## config.mk

```make
export PLATFORM = sky130hd
export DESIGN_NAME = vec_mem_arbiter
export DESIGN_NICKNAME = d
export VERILOG_FILES = /design/src/rtl/vec_mem_pkg.sv /design/src/rtl/arb_wait_counter.sv /design/src/rtl/vec_mem_arbiter.sv
export SDC_FILE = /design/constraint.sdc
export NUM_CORES = 1
export LEC_CHECK = 0
export BUFFER_PORTS_ARGS = -buffer_cell sky130_fd_sc_hd__buf_2
export CAP_MARGIN = 10
export CORE_AREA = 4 4 261 263
export DETAILED_ROUTE_END_ITERATION = 7
export DIE_AREA = 0 0 265 267
export PLACE_DENSITY = 0.35
export REMOVE_ABC_BUFFERS = 1
export SETUP_SLACK_MARGIN = 0.1
export SYNTH_ARGS = -nofsm -noshare
export SYNTH_HDL_FRONTEND = slang
export SYNTH_SLANG_ARGS = --single-unit
```

## constraint.sdc

```tcl
create_clock -name clk -period 2.05 [get_ports clk]
set_input_delay 0.41 -clock clk [delete_from_list [all_inputs] [get_ports clk]]
set_output_delay 0.41 -clock clk [all_outputs]
set_load 0.05 [all_outputs]
```

## src/rtl/vec_mem_pkg.sv

```systemverilog
// rtl/vec_mem_pkg.sv - shared types and constants for the vector/DMA sample RAM arbiter
package vec_mem_pkg;

    localparam int LANES  = 16;
    localparam int LANE_W = 8;
    localparam int CNT_W  = 4;

    typedef enum logic {
        NORMAL  = 1'b0,
        FORCE_D = 1'b1
    } arb_state_t;

    typedef enum logic [1:0] {
        OWN_NONE = 2'd0,
        OWN_V    = 2'd1,
        OWN_D    = 2'd2
    } owner_t;

    // Who owns the read data coming back next cycle, given this cycle's grants.
    function automatic owner_t read_owner(input logic v_gnt, input logic v_we,
                                          input logic d_gnt, input logic d_we);
        if (v_gnt && !v_we) begin
            return OWN_V;
        end else if (d_gnt && !d_we) begin
            return OWN_D;
        end
        return OWN_NONE;
    endfunction

endpackage

```

## src/rtl/arb_wait_counter.sv

```systemverilog
// rtl/arb_wait_counter.sv - saturating DMA starvation counter with terminal-count flag
module arb_wait_counter
    import vec_mem_pkg::*;
#(
    parameter int MAX_WAIT = 4
) (
    input  logic clk,
    input  logic reset,
    input  logic clr,
    input  logic inc,
    output logic tc
);

    logic [CNT_W-1:0] wait_cnt;

    // Count consecutive denied DMA cycles; saturate rather than wrap.
    always_ff @(posedge clk or negedge reset) begin
        if (!reset) begin
            wait_cnt <= '0;
        end else if (clr) begin
            wait_cnt <= '0;
        end else if (inc && (wait_cnt != {CNT_W{1'b1}})) begin
            wait_cnt <= wait_cnt + 1'b1;
        end
    end

    // Terminal count: one more conflict at this value earns the DMA a forced slot.
    always_comb begin
        tc = (wait_cnt == CNT_W'(MAX_WAIT - 1));
    end

endmodule

```

## src/rtl/vec_mem_arbiter.sv

```systemverilog
// rtl/vec_mem_arbiter.sv - vector-priority arbiter for sample RAM port B with DMA starvation guard
module vec_mem_arbiter
    import vec_mem_pkg::*;
#(
    parameter int ADDR_W   = 10,
    parameter int DATA_W   = 128,
    parameter int MAX_WAIT = 4
) (
    input  logic              clk,
    input  logic              reset,
    input  logic              v_req,
    input  logic              v_we,
    input  logic [ADDR_W-1:0] v_addr,
    input  logic [DATA_W-1:0] v_wdata,
    output logic              v_stall,
    output logic              v_rvalid,
    input  logic              d_req,
    input  logic              d_we,
    input  logic [ADDR_W-1:0] d_addr,
    input  logic [DATA_W-1:0] d_wdata,
    output logic              d_gnt,
    output logic              d_rvalid,
    output logic [DATA_W-1:0] rdata,
    output logic [ADDR_W-1:0] mem_addr,
    output logic [DATA_W-1:0] mem_wdata,
    output logic              mem_we,
    input  logic [DATA_W-1:0] mem_q
);

    arb_state_t state;
    arb_state_t state_nxt;
    owner_t     rd_owner;
    logic       v_grant;
    logic       d_grant;
    logic       cnt_clr;
    logic       cnt_inc;
    logic       wait_tc;

    arb_wait_counter #(
        .MAX_WAIT (MAX_WAIT)
    ) u_wait_counter (
        .clk   (clk),
        .reset (reset),
        .clr   (cnt_clr),
        .inc   (cnt_inc),
        .tc    (wait_tc)
    );

    // Arbitration state register.
    always_ff @(posedge clk or negedge reset) begin
        if (!reset) begin
            state <= NORMAL;
        end else begin
            state <= state_nxt;
        end
    end

    // Grants, next state and counter control; the forced slot lasts one cycle,
    // and yields to the vector at once if the DMA has withdrawn its request.
    always_comb begin
        v_grant   = 1'b0;
        d_grant   = 1'b0;
        cnt_clr   = 1'b0;
        cnt_inc   = 1'b0;
        state_nxt = state;
        case (state)
            NORMAL: begin
                if (v_req) begin
                    v_grant = 1'b1;
                end else if (d_req) begin
                    d_grant = 1'b1;
                end
                if (v_req && d_req) begin
                    cnt_inc = 1'b1;
                    if (wait_tc) begin
                        state_nxt = FORCE_D;
                    end
                end else begin
                    cnt_clr = 1'b1;
                end
            end
            FORCE_D: begin
                if (d_req) begin
                    d_grant = 1'b1;
                end else begin
                    v_grant = v_req;
                end
                cnt_clr   = 1'b1;
                state_nxt = NORMAL;
            end
            default: begin
                cnt_clr   = 1'b1;
                state_nxt = NORMAL;
            end
        endcase
    end

    // Port B mux: the DMA drives the RAM only when granted; otherwise the
    // vector address sits on the port and the write enable follows its grant.
    always_comb begin
        mem_addr  = v_addr;
        mem_wdata = v_wdata;
        mem_we    = v_grant & v_we;
        if (d_grant) begin
            mem_addr  = d_addr;
            mem_wdata = d_wdata;
            mem_we    = d_we;
        end
    end

    // Remember who issued this cycle's read so the returning data can be tagged.
    always_ff @(posedge clk or negedge reset) begin
        if (!reset) begin
            rd_owner <= OWN_NONE;
        end else begin
            rd_owner <= read_owner(v_grant, v_we, d_grant, d_we);
        end
    end

    // Requester-facing status and read-return decode.
    always_comb begin
        v_stall  = v_req & ~v_grant;
        d_gnt    = d_grant;
        v_rvalid = (rd_owner == OWN_V);
        d_rvalid = (rd_owner == OWN_D);
        rdata    = mem_q;
    end

endmodule

```

Word level (Yosys, flattened, before mapping)
Cells that the tools add are included.
{ "classes": {"reduce_logical": 7, "addsub": 1, "bitwise_logic": 4, "muxes": 23, "n_eq_ne": 4} }
{ "ops": {"columns": ["cell", "n"], "rows": [
  ["128-bit 2-to-1 mux", 1],
  ["1-bit 2-to-1 mux", 12],
  ["10-bit 2-to-1 mux", 1],
  ["4-bit 2-to-1 mux", 2],
  ["1-bit one-hot mux with 2 select lines", 4],
  ["2-bit 2-to-1 mux", 3],
  ["4-bit by 1-bit adder with 4-bit output (second input constant)", 1],
  ["4-bit by 2-bit == test with 1-bit output (second input constant)", 1],
  ["1-bit logical AND", 4],
  ["4-bit inequality test (second input constant)", 1],
  ["1-bit bitwise AND", 2],
  ["2-bit by 1-bit == test with 1-bit output (second input constant)", 1],
  ["2-bit == test (second input constant)", 1],
  ["1-bit logical NOT", 2],
  ["1-bit NOT", 2],
  ["2-bit nonzero test", 1]
]} }
{ "word_totals": {"wordCells": 42, "out_inout_bits": 271, "input_bits": 410, "register_bits": 7} }

Longest topological paths before layout
{ "logic_depth": {"word_depth": 7, "ltp_mapped": 6, "depth_no_buf": 4} }

Modules after synthesis
From an unflattened synthesis, not the netlist that was laid out.
{ "hier_totals": {"hier_cells": 321, "area_unflattened_um2": 3046.7} }
{ "by_module_without_submodules": {"columns": ["mod", "area_each_um2", "instances", "cells_each", "seq_area_each_um2"], "rows": [
  ["vec_mem_arbiter", 2810.2, 1, 300, 75.1],
  ["arb_wait_counter", 236.5, 1, 21, 100.1]
]} }

Worst setup path before layout
No wires, ideal clock.
{ "synth_path": {"kind": "input -> output", "start": "in v_req", "end": "out mem_we", "arrival_time_ns": 1.541, "path_slack_ns": 0.099, "cell_stages": 6, "t_required_ns": 1.640, "path_buffers": 2, "cell_sequence": "inv_1 -> o21ai_2 -> buf_4 -> buf_6 -> inv_2 -> a32o_1"} }
{ "synth_via": {"elab_cells_between_ends": 7, "cone_classes": "mux: 6; bitwise: 1"} }
{ "synth_lines": {"columns": ["element", "line_no", "source"], "rows": [
  ["from (decl)", "vec_mem_arbiter.sv:11", "input logic v_req,"],
  ["1-bit 2-to-1 mux", "vec_mem_arbiter.sv:68", "if (v_req) begin"],
  ["1-bit one-hot mux with 2 select lines", "vec_mem_arbiter.sv:66", "case (state)"],
  ["via d_gnt", "vec_mem_arbiter.sv:21", "output logic d_gnt,"],
  ["1-bit 2-to-1 mux", "vec_mem_arbiter.sv:104", "if (d_grant) begin"],
  ["to (decl)", "vec_mem_arbiter.sv:26", "output logic mem_we,"]
]} }
The timed path passes the listed nets, and every way through them passes these cells.

Worst setup path in the final report
{ "layout_path": {"start": "reg state", "end": "out mem_wdata[83]"} }
{ "layout_via": {"elab_chain_len": 3} }
{ "layout_rtl": {"columns": ["element", "line_no", "source"], "rows": [
  ["from (decl)", "vec_mem_arbiter.sv:30", "arb_state_t state;"],
  ["from (signal assigned)", "vec_mem_arbiter.sv:54", "state <= state_nxt;"],
  ["1-bit NOT", null, null],
  ["1-bit one-hot mux with 2 select lines (*)", "vec_mem_arbiter.sv:66", null],
  ["128-bit 2-to-1 mux (*)", "vec_mem_arbiter.sv:104", null],
  ["to (decl)", "vec_mem_arbiter.sv:25", "output logic [DATA_W-1:0] mem_wdata,"]
]} }
Every way passes the cells marked *; elsewhere a longest branch is shown, timed or not.

==> results_dict.tcl <==
set metrics [dict create \
    status "finished with violations" \
    violations "setup timing" \
    clk_path_buf_depth 2 \
    area_growth_pct 89.96 \
    netlist_instances 316 \
    async_reset_ff_share_pct 100.0 \
    final_cell_mix "buf_2 (359), mux2_2 (137), buf_4 (68), buf_6 (19), dfrtp_1 (7)" \
    max-slew-margin-rel_pct 81.60 \
    cts_setup_buffers 0 \
    ctsHoldBuffers 0 \
    critPathMaxFanout 22 \
    numClockSinks 7 \
    dp.cells 1487 \
    cts_tree "yes" \
    worstPathArrival_ns 1.79 \
    antenna_found_initial 47 \
    post-route-cell-area_sq_um 5683 \
    switching_share_pct 52.93 \
    power_per_cell_area_nw_per_um2 392.3 \
    placed_area_sq_um 5349 \
    die_w_microns 265 \
    yosys.area.top_type "mux2_2" \
    tightest_slew_ns 0.2779 \
    wl_met3_mm 14.10 \
    max_stage_delay_ns 0.40 \
    hold_path.class "primary input to asynchronous set/reset pin" \
    clk_pin_slew_ns 0.04 \
    die_area_sq_um 70760 \
    drt_iter0_markers 226 \
    min_period_ns 2.200 \
    nNetsFinal 1039 \
    drtAntennaViolNets 0 \
    post_drt_wl_per_cell_microns 30.44 \
    cts_buffers 3 \
    wl_mm 45.63 \
    synth_edf_count 0 \
    grt_overflow_total 0 \
    max_freq_mhz 454.6 \
    finalNonFillerCells 1499 \
    finalHoldViolCount 0 \
    p_switching_w 0.001180 \
    fp-row-count 94 \
    yosysWarnings 0 \
    synth_top_area_share_pct 51.94 \
    critPathKind "flip-flop to output pin" \
    ys_seq_elements 7 \
    cap_violations 0 \
    p_clk_share_pct 14.7 \
    ys_seq_area_share_pct 5.855 \
    combPwrFrac_pct 78.8 \
    firstDrtPassIters 4 \
    clk_latency_ns 0.23 \
    p_int_w 0.001049 \
    hold_slack_ns 0.01370 \
    via_count 4102 \
    viasPerCell 2.736 \
    timing.final.ws_setup_ns -0.1500 \
    floorplan.initialDensity_pct 4.558 \
    synthTopCellsByArea "mux2_2 (52%), buf_4 (32%), dfrtp_1 (5.9%), buf_6 (3.8%), nor2_1 (0.75%)" \
    grt_start_max_net_pins 26 \
    crit_buf_inv 3 \
    ys_types 21 \
    place_congestion 0.7697 \
    grt_pass1_vias 4125 \
    p_leak_nw 2.672 \
    wl_met2_mm 13.38 \
    top_layer_used "met5" \
    drc 0 \
    dpl.hpwl_mm 40.98 \
    finalCritPeriodShare_pct 107.3 \
    htree_levels 1 \
    path_common_cell "buf_4" \
    gr-usage-all-layers_pct 12.03 \
    drive_gt1_share_pct 94.58 \
    required_ns 1.64 \
    avgSynthCellArea_sq_um 9.467 \
    die_h_microns 267 \
    grt_first_pass_wirelength_mm 52.96 \
    final.setup.tns_ns -13.93 \
    dp_slack_ns -0.1683 \
    layout_commonest_cell "buf_2" \
    syn_area_sq_um 2992 \
    met1_length_mm 16.75 \
    sequentialPowerShare_pct 6.5 \
    crit_path_top_delay_cell "dfrtp_1" \
    synthFlopType "dfrtp_1" \
    setup_viol 129 \
    rsz0062_at_grt "true" \
    vdd_drop_max_v 0.0002347 \
    io_buffers 424 \
    worstPathCellList "o21ai_4 > buf_12 > buf_4 > mux2_2 > buf_4" \
    maxSlewViolCount 0 \
    crit_family "buffers and inverters" \
    worstSetupStartpointType "flip-flop" \
    cts_root_buf "clkbuf_16" \
    finClkSkew_ns 0.001418 \
    core_sq_um 65630 \
    crit_path_end_kind "output pin" \
    ios 681 \
]
## worst paths after layout
check                                                       start                                     end  slack, ns  cells after the start
max reg2reg                u_wait_counter.wait_cnt[0]$_DFFE_PN0P_  u_wait_counter.wait_cnt[1]$_DFFE_PN0P_       0.87                      4
min in group clk                                             d_we                   rd_owner[1]$_DFF_PN0_       0.36                      2
max                                               state$_DFF_PN0_                           mem_wdata[83]      -0.15                      5
max in group asynchronous                                   reset  u_wait_counter.wait_cnt[0]$_DFFE_PN0P_       1.87                      1
min                                                         reset                   rd_owner[1]$_DFF_PN0_       0.01                      1
min reg2reg                u_wait_counter.wait_cnt[3]$_DFFE_PN0P_                         state$_DFF_PN0_       0.53                      1
## metal layers
layer,global-route usage [%],vias up
li1,-,1597
met1,12.75,1726
met2,12.57,643
met3,18.37,78
met5,6.351,-
met4,0.4283,58
## area by class of cell
cell class,instances,area (sq um)
multi-input combinational,163,1715
antenna,8,20.02
inverter,3,11.26
tap,864,1081
sequential,7,175.2
clock buffer,4,78.83
fill,7725,59950
timing repair buffer,450,2601
## state kept, by name, summed over array words and instances, names as in the netlist
register	flops
u_wait_counter.wait_cnt	4
rd_owner	2
state	1
## through the flow
step | power [W] | utilization, %
floorplan | 0.001263 | -
finish | 0.002229 | 8.659
global placement | 0.001831 | 8.150
global route | 0.002327 | 8.644
detailed placement | 0.001834 | 8.150
CTS | 0.002256 | 8.596
## synth_stat cells, types with 2 or more instances
master and instances:
buf_4 129, nor2b_1 2, nor2_1 6, nand3_1 3
mux2_2 138, buf_6 10, dfrtp_1 7, nand2_1 3
inv_1 2, nor3_1 2, buf_2 4
## what timing repair did
item	in CTS	in global routing
setup endpoints to repair	139	139
hold endpoints to repair	0	0
resized for setup	78	7
pin swaps	0	0
## power by group through the flow
stage	combinational [W]	clock (W)	sequential, W
floorplan	0.00112	0	0.000147
global placement	0.00168	0	0.000147
detailed placement	0.00169	0	0.000147
CTS	0.00177	0.000337	0.000146
global route	0.00184	0.000340	0.000146
finish	0.00176	0.000328	0.000146
## logic make-up (layout without fill, tap and decap cells)
logic type | after synthesis | count (layout) | share of synthesized area [%]
buffers and inverters | 146 | 457 | 37.18
muxes | 139 | 139 | 52.28
and+or+nand+nor | 19 | 19 | 3.137
DFF | 7 | 7 | 5.855
AOI/OAI and AO/OA | 3 | 3 | 0.8367
adders and majority gates | 1 | 1 | 0.4182
xor gates and xnor gates | 1 | 1 | 0.2928
other | 0 | 8 | 0
No activity file was read; power rests on OpenSTA's default activity.
